`config.mk`:
```
export PLATFORM = sky130hd
export DESIGN_NAME = add_sub_serial
export DESIGN_NICKNAME = d
export VERILOG_FILES = /design/src/rtl/add_sub_serial.sv
export SDC_FILE = /design/constraint.sdc
export NUM_CORES = 1
export LEC_CHECK = 0
export CORE_MARGIN = 3
export CORE_UTILIZATION = 40
export CTS_BUF_LIST = sky130_fd_sc_hd__clkbuf_8
export CTS_CLUSTER_DIAMETER = 50
export DETAILED_ROUTE_END_ITERATION = 12
export PLACE_DENSITY = 0.76
export SYNTH_ARGS = -nofsm -noshare
export SYNTH_HDL_FRONTEND = slang
export SYNTH_SLANG_ARGS = --single-unit
```
`constraint.sdc`:
```
create_clock -name clk -period 1.7 [get_ports clk]
set_input_delay 0.425 -clock clk [delete_from_list [all_inputs] [get_ports clk]]
set_output_delay 0.425 -clock clk [all_outputs]
set_load 0.02 [all_outputs]
```
`src/rtl/add_sub_serial.sv`:
```
// Digit-serial adder/subtractor: consumes DIGIT bits of each operand per clock
// through a registered carry, with a start/busy/done handshake.
module add_sub_serial #(
    parameter int WIDTH = 8,
    parameter int DIGIT = 1
) (
    input  logic             clk,
    input  logic             reset,
    input  logic             start,
    input  logic             sub,
    input  logic [WIDTH-1:0] a,
    input  logic [WIDTH-1:0] b,
    output logic             busy,
    output logic             done,
    output logic [WIDTH-1:0] result,
    output logic             cout,
    output logic             overflow
);

    localparam int N  = (DIGIT > 0) ? WIDTH / DIGIT : 1;
    localparam int KW = (N > 1) ? $clog2(N) : 1;
    localparam logic [KW-1:0] K_LAST = KW'(N - 1);

    generate
        if (WIDTH < 2 || DIGIT < 1 || (WIDTH % DIGIT) != 0) begin : g_bad_params
            $error("add_sub_serial: DIGIT must divide WIDTH and WIDTH must be >= 2");
        end
    endgenerate

    typedef enum logic [1:0] {
        IDLE,
        RUN,
        DONE
    } state_t;

    state_t           state_q, state_d;
    logic [WIDTH-1:0] a_q, a_d;
    logic [WIDTH-1:0] b_q, b_d;
    logic [WIDTH-1:0] sum_q, sum_d;
    logic [WIDTH-1:0] result_q, result_d;
    logic             carry_q, carry_d;
    logic             cout_q, cout_d;
    logic             overflow_q, overflow_d;
    logic [KW-1:0]    k_q, k_d;

    logic [DIGIT:0]       chain;
    logic [DIGIT-1:0]     digit_sum;
    logic [WIDTH+DIGIT-1:0] shifted;

    // Full-adder slices for the digit at the bottom of the operand shift registers.
    always_comb begin
        chain     = '0;
        digit_sum = '0;
        chain[0]  = carry_q;
        for (int i = 0; i < DIGIT; i++) begin
            digit_sum[i] = a_q[i] ^ b_q[i] ^ chain[i];
            chain[i+1]   = (a_q[i] & b_q[i]) | (a_q[i] & chain[i]) | (b_q[i] & chain[i]);
        end
        shifted = {digit_sum, sum_q} >> DIGIT;
    end

    always_comb begin
        state_d    = state_q;
        a_d        = a_q;
        b_d        = b_q;
        sum_d      = sum_q;
        result_d   = result_q;
        carry_d    = carry_q;
        cout_d     = cout_q;
        overflow_d = overflow_q;
        k_d        = k_q;
        unique case (state_q)
            IDLE: begin
                if (start) begin
                    a_d     = a;
                    b_d     = sub ? ~b : b;
                    carry_d = sub;
                    k_d     = '0;
                    state_d = RUN;
                end
            end
            RUN: begin
                a_d     = a_q >> DIGIT;
                b_d     = b_q >> DIGIT;
                sum_d   = shifted[WIDTH-1:0];
                carry_d = chain[DIGIT];
                k_d     = k_q + KW'(1);
                // The last digit holds the MSB, so its carries give the signed overflow.
                if (k_q == K_LAST) begin
                    result_d   = shifted[WIDTH-1:0];
                    cout_d     = chain[DIGIT];
                    overflow_d = chain[DIGIT] ^ chain[DIGIT-1];
                    state_d    = DONE;
                end
            end
            DONE: begin
                state_d = IDLE;
            end
            default: begin
                state_d = IDLE;
            end
        endcase
    end

    always_ff @(posedge clk) begin
        if (reset) begin
            state_q    <= IDLE;
            a_q        <= '0;
            b_q        <= '0;
            sum_q      <= '0;
            result_q   <= '0;
            carry_q    <= 1'b0;
            cout_q     <= 1'b0;
            overflow_q <= 1'b0;
            k_q        <= '0;
        end else begin
            state_q    <= state_d;
            a_q        <= a_d;
            b_q        <= b_d;
            sum_q      <= sum_d;
            result_q   <= result_d;
            carry_q    <= carry_d;
            cout_q     <= cout_d;
            overflow_q <= overflow_d;
            k_q        <= k_d;
        end
    end

    assign busy     = (state_q == RUN);
    assign done     = (state_q == DONE);
    assign result   = result_q;
    assign cout     = cout_q;
    assign overflow = overflow_q;

endmodule

```
==> impl_results.md <==
- Status: complete, no violations
- Number of remaining DRC errors: 0
- Setup TNS: 0 ns
- Final net count: 262
- Largest net degree at the start of global routing: 24
- EDFF count, synth: 0
- Syn_area_per_cell: 8.60 um2
- Final Cycle Share: 0.976
- Filler instances: 401
- CTS root buffer: clkbuf_8
- Slew of the pin with the lowest slew margin: 0.413 ns
- Maximum buffer depth of the clock tree: 2
- Top cells by area, synth: dfxtp_1 (45%), a21oi_1 (8.6%), nand2_1 (7.5%)
- Layout Skew: 0.00711 ns
- H-tree Lvls: 2
- Sw frac: 0.241
- Critical path buffers and inverters: 1
- Clock Power Share: 0.385
- Drt first-iter violations: 61
- Worst setup margin: 0.0415 ns
- Hold_buf cts: 0
- Cells after synthesis: 203
- Worst-path clk slew: 0.08 ns
- Initial antenna violation count: 0
- WS Path Type: flip-flop to output pin
- Commonest register cell after synthesis: dfxtp_1
- Port buffer count: 31
- R2R Setup Slk: 0.24 ns
- Critical-path cell list: clkdlybuf4s50_1
- Pwr Density: 900 mW/mm2
- Commonest cells post-synth: dfxtp_1 (39), nand2_1 (35), a21oi_1 (30)
- Final setup violation count: 0
- Critical Path AT: 1.23 ns
- CP Capture Type: output pin
- RSZ-0062 raised after global routing: false
- Drt first pass iters: 4
- # rows: 23
- DRT Wirelength: 3620 um
- GRT Total Usage: 0.145
- Pre-CTS setup slack: -0.0941 ns
- Critical Path Max Stage Delay: 0.60 ns
- GP Congestion: 0.746
- Layout cells sized above 1: 0.133
- End-of-flow core utilization: 0.541
- Ant diodes: 0
- Wirelength per Cell: 12.5 um
- Setup repair bufs after CTS: 0
- # IOs: 32
- Clk_lat worst skew: 0.30 ns
- Minimum clock period: 1.66 ns
- Ys Warns: 0
- Layout area overhead: 27.6%
- Pleak: 0.000878 uW
- Cell area after synthesis: 0.00175 mm2
- Worst vdd ir: 0.343 mV
- Peak Freq: 603 MHz
- Comb power frac: 0.124
- Number of global-route vias before repair: 1368
- Starting Density: 0.424
- Max Slew Vio Count: 0
- Vias: 1476
- GRT overflow: 0
- Final hold violation count: 0
- Int Power: 1520 uW
- Total of max-cap violations: 0
- Slew HR: 0.724
- Top cell type's share of synthesized area: 0.447
- Placed Cells incl. Taps: 282
- Worst EP required: 1.27 ns
- CTS Buf Count: 5
- DR vias/cell: 5.09
- Crit-path leading delay family: buffers and inverters
- Synth async-reset ratio: 0
- Seq cells post-synth: 39
- Slowest library cell on the worst path: clkdlybuf4s50_1
- CP max FO: 2
- Flop pwr share: 0.491
- Crit path launch type: flip-flop
- Finished Layout Cells: 290
- Seq/Total Area, Yosys: 0.447
- Die area: 0.00519 mm2
- Clk sinks: 39
- Netlist cell types: 32
- Die Width: 72.1 um
- Core area: 0.00412 mm2
- NetSw: 483 uW
- TritonCTS clock tree: done
- First-pass GRT wire length: 5860 um
- Chip Height: 72.1 um
- Most common cell in the netlist: dfxtp_1
- Post-DP HPWL: 2490 um
- Syn nets: 226
- Antenna-violating nets left: 0
- Worst Hold Class: flip-flop to flip-flop
- Largest area contributor in the netlist: dfxtp_1
-- power by group through the flow --
stage,Combinational [uW],Clock (uW),Sequential [uW]
floorplan,168,0,997
global placement,243,0,1000
detailed placement,250,0,1000
CTS,250,785,984
global route,275,822,990
finish,248,773,984
-- final cells by class --
class	count	area (um2)	share of cell area
Tap cell	50	62.6	0.0281
Inverter	8	30.0	0.0135
Sequential cell	39	781	0.351
Multi-Input combinational cell	141	832	0.374
Clock inverter	3	43.8	0.0197
Timing Repair Buffer	44	409	0.184
Clock buffer	5	68.8	0.0309
-- flip-flops by register name, indices dropped and copies added (netlist names) --
name      flops
cout          1
k_q           3
b_q           8
sum_q         7
a_q           8
state_q       2
carry_q       1
overflow      1
result        8
-- worst reg2reg max path, cell delays in order (launching register included) --
cell,delay (ns)
dfxtp_1,0.38
ha_1,0.18
ha_1,0.18
and3b_1,0.31
buf_4,0.19
nand2_1,0.06
a21oi_1,0.11
-- metrics by stage --
step	power [uW]	area, um2	hold slack [ns]
after floorplan	1170	1750	0.432
after global placement	1250	2110	0.443
after detailed placement	1250	2110	0.448
after CTS	2020	2220	0.459
after global routing	2090	2230	0.474
final	2010	2230	0.455
-- timing repair --
action                     CTS  global route
pin swaps                    0             0
hold endpoints to repair     0             0
gates resized for setup      3             2
setup endpoints to repair    3             2
-- logic make-up (layout without fill, tap and decap cells) --
| family | Yosys count | after routing | share of synthesized area |
|---|---|---|---|
| AND/OR/NAND/NOR | 68 | 68 | 0.173 |
| AO/OA/AOI/OAI | 60 | 60 | 0.226 |
| flip-flops | 39 | 39 | 0.447 |
| buffers and inverters | 23 | 60 | 0.0760 |
| XOR/XNOR | 9 | 9 | 0.0452 |
| adder cells (fa/ha/maj) | 3 | 3 | 0.0258 |
| multiplexers | 1 | 1 | 0.00645 |
-- layer usage --
metal / vias to the layer above / track usage / routed length [um]
met5: - / 0 / 0
met4: 0 / 0.0814 / 64
met3: 7 / 0.0374 / 174
met2: 28 / 0.239 / 1730
met1: 672 / 0.173 / 1650
li1: 769 / - / -
-- placed cells by master, fill, tap and decap left out, types with 2 or more instances in the layout --
cell	synthesis	layout
ha_1	2	2
a211oi_1	2	2
or3b_1	2	2
dlymetal6s2s_1	0	2
a22oi_1	10	10
clkdlybuf4s50_1	0	26
inv_1	7	7
dlygate4sd2_1	0	3
nor3_1	3	3
nor2b_1	2	2
nor2_1	20	20
buf_4	3	13
nand2_1	35	35
a21oi_1	30	30
dfxtp_1	39	39
clkbuf_8	0	5
o221a_2	6	6
o22ai_1	7	7
xnor2_1	8	8
nand3b_1	2	2
-- final timing paths --
check / start / endpoint / cells after the start
min: result[4] / result[4] / 2
min reg2reg: result[4] / result[4] / 2
max reg2reg: k_q[0] / result[7] / 6
max: cout / cout / 1
Note: power is estimated with default switching activity, not from simulation.
